[config.mk]
export PLATFORM = sky130hd
export DESIGN_NAME = alu32_dispatch
export DESIGN_NICKNAME = d
export VERILOG_FILES = /design/src/rtl/alu32_dispatch.sv
export SDC_FILE = /design/constraint.sdc
export NUM_CORES = 1
export LEC_CHECK = 0
export CAP_MARGIN = 15
export CORE_MARGIN = 2
export CORE_UTILIZATION = 47
export DETAILED_ROUTE_END_ITERATION = 10
export PLACE_DENSITY = 0.86
export SETUP_SLACK_MARGIN = 0.02
export SYNTH_ARGS = -nofsm -noshare
export SYNTH_HDL_FRONTEND = slang
export SYNTH_SLANG_ARGS = --single-unit
[constraint.sdc]
create_clock -name clk -period 14.3 [get_ports clk]
set_input_delay 3.575 -clock clk [delete_from_list [all_inputs] [get_ports clk]]
set_output_delay 3.575 -clock clk [all_outputs]
set_load 0.02 [all_outputs]
[src/rtl/alu32_dispatch.sv]
// Master-side sequencer for the 32-bit ALU: accepts one request at a time, tags it
// with a rotating non-zero key, waits for the matching key from the ALU and returns the result.
module alu32_dispatch #(
    parameter int TIMEOUT = 15
) (
    input  logic        clk,
    input  logic        rst,
    input  logic        req_valid,
    output logic        req_ready,
    input  logic [7:0]  req_op,
    input  logic [31:0] req_a,
    input  logic [31:0] req_b,
    output logic        rsp_valid,
    input  logic        rsp_ready,
    output logic [31:0] rsp_data,
    output logic        rsp_err,
    output logic        alu_en,
    output logic        alu_clr,
    output logic [7:0]  alu_op,
    output logic [7:0]  alu_key,
    output logic [31:0] alu_a,
    output logic [31:0] alu_b,
    input  logic [31:0] alu_res,
    input  logic [7:0]  alu_key_ret
);

    typedef enum logic [1:0] {
        IDLE  = 2'd0,
        ISSUE = 2'd1,
        WAIT  = 2'd2,
        DONE  = 2'd3
    } state_t;

    localparam logic [7:0] TMO_LAST = 8'(TIMEOUT - 1);

    state_t      state_q, state_d;
    logic [7:0]  key_cnt_q, key_cnt_d;
    logic [7:0]  timer_q, timer_d;
    logic        rsp_valid_q, rsp_valid_d;
    logic [31:0] rsp_data_q, rsp_data_d;
    logic        rsp_err_q, rsp_err_d;
    logic [7:0]  alu_op_q, alu_op_d;
    logic [7:0]  alu_key_q, alu_key_d;
    logic [31:0] alu_a_q, alu_a_d;
    logic [31:0] alu_b_q, alu_b_d;
    logic        tmo_clr_q, tmo_clr_d;

    logic accept;
    logic op_valid;
    logic match;

    assign accept   = req_valid && req_ready;
    assign op_valid = (req_op == 8'h01) || (req_op == 8'h02) || (req_op == 8'h03);
    assign match    = (alu_key_ret == alu_key_q);

    always_ff @(posedge clk or posedge rst) begin
        if (rst) begin
            state_q     <= IDLE;
            key_cnt_q   <= 8'h01;
            timer_q     <= 8'h00;
            rsp_valid_q <= 1'b0;
            rsp_data_q  <= 32'h0;
            rsp_err_q   <= 1'b0;
            alu_op_q    <= 8'h00;
            alu_key_q   <= 8'h00;
            alu_a_q     <= 32'h0;
            alu_b_q     <= 32'h0;
            tmo_clr_q   <= 1'b0;
        end else begin
            state_q     <= state_d;
            key_cnt_q   <= key_cnt_d;
            timer_q     <= timer_d;
            rsp_valid_q <= rsp_valid_d;
            rsp_data_q  <= rsp_data_d;
            rsp_err_q   <= rsp_err_d;
            alu_op_q    <= alu_op_d;
            alu_key_q   <= alu_key_d;
            alu_a_q     <= alu_a_d;
            alu_b_q     <= alu_b_d;
            tmo_clr_q   <= tmo_clr_d;
        end
    end

    always_comb begin
        state_d     = state_q;
        key_cnt_d   = key_cnt_q;
        timer_d     = timer_q;
        rsp_valid_d = rsp_valid_q;
        rsp_data_d  = rsp_data_q;
        rsp_err_d   = rsp_err_q;
        alu_op_d    = alu_op_q;
        alu_key_d   = alu_key_q;
        alu_a_d     = alu_a_q;
        alu_b_d     = alu_b_q;
        tmo_clr_d   = 1'b0;

        case (state_q)
            IDLE: begin
                if (accept) begin
                    if (op_valid) begin
                        state_d   = ISSUE;
                        alu_op_d  = req_op;
                        alu_a_d   = req_a;
                        alu_b_d   = req_b;
                        alu_key_d = key_cnt_q;
                        // 0x00 is what the ALU reports while busy, so it is skipped
                        key_cnt_d = (key_cnt_q == 8'hFF) ? 8'h01 : key_cnt_q + 8'h01;
                    end else begin
                        state_d     = DONE;
                        rsp_valid_d = 1'b1;
                        rsp_data_d  = 32'h0;
                        rsp_err_d   = 1'b1;
                    end
                end
            end
            ISSUE: begin
                state_d = WAIT;
                timer_d = 8'h00;
            end
            WAIT: begin
                if (match) begin
                    state_d     = DONE;
                    rsp_valid_d = 1'b1;
                    rsp_data_d  = alu_res;
                    rsp_err_d   = 1'b0;
                end else if (timer_q == TMO_LAST) begin
                    state_d     = DONE;
                    rsp_valid_d = 1'b1;
                    rsp_data_d  = 32'h0;
                    rsp_err_d   = 1'b1;
                    tmo_clr_d   = 1'b1;
                end else begin
                    timer_d = timer_q + 8'h01;
                end
            end
            DONE: begin
                if (rsp_ready) begin
                    state_d     = IDLE;
                    rsp_valid_d = 1'b0;
                end
            end
            default: state_d = IDLE;
        endcase
    end

    // Control strobes are forced low while reset is held.
    always_comb begin
        req_ready = 1'b0;
        alu_en    = 1'b0;
        alu_clr   = 1'b0;
        if (!rst) begin
            req_ready = (state_q == IDLE);
            alu_en    = (state_q == WAIT) && !match;
            alu_clr   = (state_q == ISSUE) || tmo_clr_q;
        end
    end

    assign rsp_valid = rsp_valid_q;
    assign rsp_data  = rsp_data_q;
    assign rsp_err   = rsp_err_q;
    assign alu_op    = alu_op_q;
    assign alu_key   = alu_key_q;
    assign alu_a     = alu_a_q;
    assign alu_b     = alu_b_q;

endmodule

Word level (Yosys, flattened, before mapping)
Cells that the tools add are included.
{ "classes": {"n_addsub": 2, "eq_ne": 15, "n_mux": 29, "n_reduce_logical": 15} }
{ "ops": {"columns": ["cell", "n"], "rows": [
  ["$mux W32", 4],
  ["$pmux W32 S2", 1],
  ["$mux W8", 3],
  ["$add A8 B1 Y8 const B", 2],
  ["$eq A8 B2 Y1 const B", 2],
  ["$pmux W8 S2", 1],
  ["$mux W1", 12],
  ["$mux W2", 5],
  ["$ne A2 B2 Y1 const B", 5],
  ["$reduce_and A3 Y1", 3],
  ["$eq A8 B1 Y1 const B", 1],
  ["$eq A8 B4 Y1 const B", 1],
  ["$eq A8 B8 Y1", 1],
  ["$eq A8 B8 Y1 const B", 1],
  ["$pmux W2 S4", 1],
  ["$reduce_and A5 Y1", 1],
  ["$eq A2 B2 Y1 const B", 2],
  ["$reduce_and A4 Y1", 1],
  ["$reduce_bool A2 Y1", 2],
  ["$logic_or A1 B1 Y1", 3],
  ["$ne A3 B3 Y1 const B", 1],
  ["$pmux W1 S3", 1],
  ["$reduce_bool A3 Y1", 1],
  ["$eq A2 B1 Y1 const B", 1],
  ["4 further kinds", 5]
]} }
{ "totals": {"ff_bits": 133, "inputBits": 116, "output_inout_bits": 117, "wordCells": 72} }

Logic depth before layout (Yosys ltp)
Gate-level depths: netlist (run 1).
{ "logic_depth": {"depth_word": 6, "ltp_mapped": 9, "ltp_nobuf": 7} }

Least setup slack after synthesis (run 1)
No wires, ideal clock.
{ "synth_path": {"path_type": "input to output", "startpoint": "input alu_key_ret[4]", "endpoint": "output alu_en", "arrival_time_ps": 4426, "t_required_ps": 10725, "path_slack_ps": 6299, "stages": 4, "path_buffers": 0, "path_cell_list": "xnor2_1 nand4_1 o21ai_1 nor2_1"} }
{ "synth_between": {"elab_chain_len": 4} }
{ "synth_lines": {"columns": ["element", "line", "rtl"], "rows": [
  ["from (decl)", "24", "input logic [7:0] alu_key_ret"],
  ["$eq A8 B8 Y1", "54", "assign match = (alu_key_ret == alu_key_q);"],
  ["$logic_not A1 Y1", "153", "alu_en = (state_q == WAIT) && !match;"],
  ["$logic_and A1 B1 Y1", "153", null],
  ["$mux W1", "151", "if (!rst) begin"],
  ["to (decl)", "17", "output logic alu_en,"]
]} }
No other way between the ends.

Worst setup path after layout (run 1)
{ "layout_path": {"startpoint": "input alu_key_ret[0]", "endpoint": "output alu_en"} }
Same word-level chain as after synthesis.

==> impl_metrics.yaml, run 1 <==
cells_and_area:
  nFillCells: 757
  nets: 810
  antenna_cells: 0
  area_growth_pct: 53.6
  drive_above_1_share: 0.173
sta:
  hold_violations: 0
  fin_crit_ns: 9.17
  setup_tns_ns: 0
  worst_pin_slew_ns: 1.08
  clock-skew-final_ns: 0.00952
  whs_ns: 0.502
  fmax_mhz: 109
  slew-limit-headroom: 0.277
  setup_viol: 0
  rsz0062_at_grt: "no"
  slew_viol_final: 0
  post-route-period-util: 0.641
outcome:
  status: "complete, no violations"
placed_design:
  place_hpwl_mm: 10.5
  place.gp.congestion: 0.865
  io_buffer_count: 232
power:
  power.density_nw_per_um2: 123
  p_leak_nw: 3.88
  vdd_ir_drop_max_mv: 0.0827
min_path:
  min_path_type: "reg2reg"
  hold_start: "timer_q[5]"
  min_path_cells: 1
clock_tree:
  cts_max_level: 4
  cts_tree: "built"
  cts-resized-gates: 0
  cts_sinks: 133
  clockRootBuffer: "clkbuf_16"
  path_clk_slew_ns: 0.05
  clock_path_buffers: 2
  cts-buffers-inserted: 17
  cts_setup_buffers: 0
  ctsHoldBuffers: 0
  clock_latency_ns: 0.41
route:
  drt-vias-per-instance: 5.06
  vias: 4280
  wl_per_cell_um: 17.1
  ant_nets: 0
  first_pass_iters: 4
  dr.first_iter.drc_count: 178
  wirelength_mm: 14.4
  drc: 0
floorplan:
  core_um2: 11900
  io-pin-count: 233
  row_count: 40
  fp.dieW_um: 114
  dieHeight_um: 114
  die_area_um2: 13000
  initial_utilization: 0.479
setup_path:
  critPathKind: "in2out"
  worstPathRequired_ns: 10.72
  ff2ff_path_depth: 6
  critPathLaunchType: "input port"
  crit_arrival_ns: 5.60
  cp_max_fo: 9
  cp-startpoint: "alu_key_ret[0]"
  end_kind: "primary output"
  r2r-start: "state_q[1]"
synthesis:
  synth-simple-area-share: 0.0857
  synth-compound-area-share: 0.0353
  synth_nets: 572
  synth_adder_area_share: 0.0175
  synth_ff_type: "dfrtp_1"
  synth_top_area_frac: 0.578
  synth_xor_area_frac: 0.0169
  synth_mux_area_frac: 0.213
  synthTopCellsByArea: "dfrtp_1 58%, mux2_2 15%, mux2i_1 6.5%"
  synth_cells: 448
  synth_edf_count: 0
  avgSynthCellArea_um2: 12.7
  synth_top_cell_by_area: "dfrtp_1"
  syn_area_um2: 5710
  synth_cell_types: 44
  yosysSeqAreaShare: 0.583
  async_reset_ff_frac: 1.00
  synth_seq_cells: 133
  synth_top_family_by_area: "multiplexers"
  yosysWarnings: 0
global_route:
  grt_pass1_vias: 4620
  grt_pass1_wl_mm: 23.2
  track_usage: 0.231
  antenna_found_initial: 0
  grt_overflow: 0
  grt_start_max_net_pins: 91
run:
  drv_cap: 0
==> flip-flops by register name, indices dropped and copies added (netlist names) <==
| register | flops |
|---|---|
| rsp_valid | 1 |
| alu_a | 32 |
| timer_q | 8 |
| state_q | 2 |
| rsp_data | 32 |
| rsp_err | 1 |
| key_cnt_q | 8 |
| alu_op | 8 |
| tmo_clr_q | 1 |
| alu_key | 8 |
| alu_b | 32 |
==> report_power, final <==
part / total [mW] / internal (mW) / switching [mW]
Sequential: 0.416 / 0.397 / 0.0181
Combinational: 0.228 / 0.112 / 0.116
Clock: 0.438 / 0.286 / 0.152
Total: 1.08 / 0.796 / 0.286
==> cells by family after synthesis <==
group / Yosys count
compound gates: 28
xor+xnor: 11
fa+ha+maj: 8
flops: 133
mux: 112
buf+inv: 58
simple gates: 98
==> layout by cell type (no fill, tap or decap), types with 2 or more instances in the layout <==
master           netlist  layout
bufinv_16              0       3
nor2b_1                7       7
o31ai_1                2       2
o21ai_0                7       7
and3_1                 2       2
clkinv_2               0       6
o21ai_1                3       3
clkbuf_16              0      17
mux2i_1               37      37
mux2_2                75      75
nand2_1               49      49
inv_1                 40      39
a21oi_1                3       3
o31ai_2                2       2
dfrtp_1              132     132
nand4_1                8       8
clkdlybuf4s50_1        0     232
nand3_1                5       5
nor2_1                14      14
buf_4                  8       4
clkbuf_8               0       3
xnor2_1               11      11
clkbuf_1               5       2
o211ai_1               2       2
ha_1                   8       8
==> per-layer routing <==
metal,GRT usage,vias up,part of all wire
met4,0.0992,0,0.021
met1,0.257,2096,0.38
li1,-,1996,-
met5,0,-,0
met2,0.390,165,0.51
met3,0.0963,23,0.090
==> final cells by class <==
type	instances	area [µm²]	share of cell area
Inverter	40	153	0.0174
Multi-Input combinational cell	257	2120	0.242
Clock buffer	22	474	0.0541
Timing Repair Buffer	237	2380	0.271
Sequential cell	133	3330	0.380
Tap cell	147	184	0.0210
Clock inverter	10	128	0.0146
==> through the flow <==
step	area (µm²)	utilization	setup WS [ns]	cells	power, mW
final	8770	0.736	5.13	846	1.08
after global routing	8770	0.736	5.06	846	1.13
after CTS	8740	0.734	5.14	845	1.09
after detailed placement	8140	0.684	5.15	813	0.647
after global placement	8140	0.684	5.23	813	0.639
after floorplan	5710	-	6.30	448	0.561
==> critical path, stage by stage <==
cell,delay (ns)
clkdlybuf4s50_1,0.50
xnor2_1,0.14
nand4_1,0.21
o21ai_1,0.53
nor2_1,0.08
clkdlybuf4s50_1,0.56
==> synthesized netlist by cell type, types with 2 or more instances <==
master,number
nor3_1,2
o31ai_1,2
mux2i_1,37
nand4_1,8
ha_1,8
buf_4,8
o21ai_0,7
mux2_2,75
nor2b_1,7
nand3_1,5
and3_1,2
o31ai_2,2
dfrtp_1,132
o211ai_1,2
a21oi_1,3
xnor2_1,11
nor2_1,14
buf_6,4
o21ai_1,3
clkbuf_1,5
nand2_1,49
inv_1,40
==> final timing paths <==
kind	to	slack, ns
setup / recovery	alu_en	5.13
hold / removal	timer_q[5]	0.50
setup reg to reg	alu_b[8]	11.68
hold reg to reg	timer_q[5]	0.50
max in group asynchronous	key_cnt_q[0]	9.40
min in group asynchronous	alu_a[28]	3.70
Note: power is estimated with default switching activity, not from simulation.
==> run 2: changes to the inputs <==
Settings changed: CORE_UTILIZATION 47 to 43, PLACE_DENSITY 0.86 to 0.8.
Clock period 14.3 ns to 9.1 ns, I/O delays scaled along.
==> run 2 against run 1 <==
Effect of this change: cell count is 3.3% higher; sequential power is 57% higher; critical path type unchanged; critical path depth stayed put; largest cell class unchanged; utilization is 6.6 points lower; routed wire length is 1.9% higher; sequential share of layout area hardly changed; clock power is 56% higher; sequential cell count stayed put.
==> impl_metrics.yaml, run 2 (synthesis results as in run 1) <==
clock_tree:
  cts_sinks: 133
  cts_tree: "built"
  cts-buffers-inserted: 17
  cts_max_level: 4
  ctsHoldBuffers: 0
  cts-resized-gates: 0
  cts_setup_buffers: 0
  path_clk_slew_ns: 0.05
  clock_path_buffers: 2
  clock_latency_ns: 0.41
  clockRootBuffer: "clkbuf_16"
sta:
  setup_tns_ns: 0
  worst_pin_slew_ns: 1.09
  fin_crit_ns: 6.54
  post-route-period-util: 0.718
  slew_viol_final: 0
  rsz0062_at_grt: "no"
  slew-limit-headroom: 0.272
  whs_ns: 0.483
  setup_viol: 0
  hold_violations: 0
  clock-skew-final_ns: 0.00805
  fmax_mhz: 153
floorplan:
  fp.dieW_um: 119
  row_count: 42
  die_area_um2: 14200
  core_um2: 13100
  dieHeight_um: 119
  initial_utilization: 0.436
  io-pin-count: 233
setup_path:
  cpMaxStageDelayCell: "clkdlybuf4s50_1"
  critPathKind: "in2out"
  cp_slowest_stage_delay_ns: 0.56
  worstPathRequired_ns: 6.83
  critPathLaunchType: "input port"
  crit_arrival_ns: 4.26
  end_kind: "primary output"
  cp_top_family: "buffers and inverters"
  path_cells: "clkdlybuf4s50_1, xnor2_1, nand4_1, o21ai_1, nor2_1, clkdlybuf4s50_1"
  critical_path_buf_inv_count: 2
  cp_max_fo: 9
  crit_path_frequent_cell: "clkdlybuf4s50_1"
cells_and_area:
  nets: 809
  finalInstanceArea_um2: 8770
  final_core_util: 0.671
  area_growth_pct: 53.7
  nFillCells: 938
  drive_above_1_share: 0.168
  final_cell_mix: "232 x clkdlybuf4s50_1, 132 x dfrtp_1, 75 x mux2_2, 49 x nand2_1, 39 x inv_1"
  antenna_cells: 0
  layout_commonest_cell: "clkdlybuf4s50_1"
route:
  dr.first_iter.drc_count: 209
  drc: 0
  vias: 4247
  wl_per_cell_um: 16.8
  drt-vias-per-instance: 4.86
  first_pass_iters: 5
  wirelength_mm: 14.7
  ant_nets: 0
placed_design:
  place_hpwl_mm: 10.5
  io_buffer_count: 232
  place.gp.congestion: 0.793
  dpl_cell_area_um2: 8180
power:
  vdd_ir_drop_max_mv: 0.107
  power.density_nw_per_um2: 193
  p_leak_nw: 3.87
  power_mw: 1.70
outcome:
  status: "complete, no violations"
global_route:
  grt_pass1_wl_mm: 23.4
  antenna_found_initial: 0
  grt_overflow: 0
  grt_pass1_vias: 4632
  track_usage: 0.211
  grt_start_max_net_pins: 89
min_path:
  min_path_type: "reg2reg"
run:
  drv_cap: 0
-- run 2: area by class of cell --
class / instances / area, µm² / share of cell area
Clock buffer: 28 / 527 / 0.0600
Clock inverter: 4 / 70.1 / 0.00799
Inverter: 40 / 153 / 0.0174
Multi-Input combinational cell: 257 / 2120 / 0.242
Sequential cell: 133 / 3330 / 0.379
Tap cell: 176 / 220 / 0.0251
Timing Repair Buffer: 236 / 2350 / 0.268
-- run 2: routing by layer --
metal / vias to the layer above / share of wire / global-route usage
met5: - / 0 / 0
met4: 0 / 0.021 / 0.0841
met3: 22 / 0.066 / 0.0699
met2: 158 / 0.52 / 0.366
met1: 2074 / 0.39 / 0.241
li1: 1993 / - / -
-- run 2: path summary, 6_finish.rpt --
| path | start | endpoint | slack [ns] | cells past startpoint |
|---|---|---|---|---|
| min reg2reg | timer_q[3] | timer_q[3] | 0.48 | 1 |
| min in group asynchronous | rst | state_q[0] | 2.46 | 2 |
| max reg2reg | state_q[1] | alu_b[23] | 6.35 | 6 |
| max in group asynchronous | rst | alu_a[31] | 5.23 | 3 |
| max | alu_key_ret[4] | alu_en | 2.56 | 6 |
| min | timer_q[3] | timer_q[3] | 0.48 | 1 |
-- run 2: worst register-to-register path, stage by stage (launching register included) --
cell and delay (ns):
dfrtp_1 0.41, inv_1 0.13, ha_1 0.27, nand3b_1 0.16, nor4b_4 0.29, buf_4 0.84, mux2_2 0.53
-- run 2: report_power, final --
group / internal, mW / switching, mW / leakage, nW
registers: 0.624 / 0.0290 / 1.83
logic: 0.175 / 0.184 / 1.74
clock network: 0.447 / 0.238 / 0.295
total: 1.25 / 0.451 / 3.87
-- run 2: through the flow --
stage	setup WS (ns)	std cells
3_5_place_dp	2.60	842
6_report	2.56	874
4_1_cts	2.57	874
5_1_grt	2.41	874
2_1_floorplan	3.27	448
3_3_place_gp	2.62	842
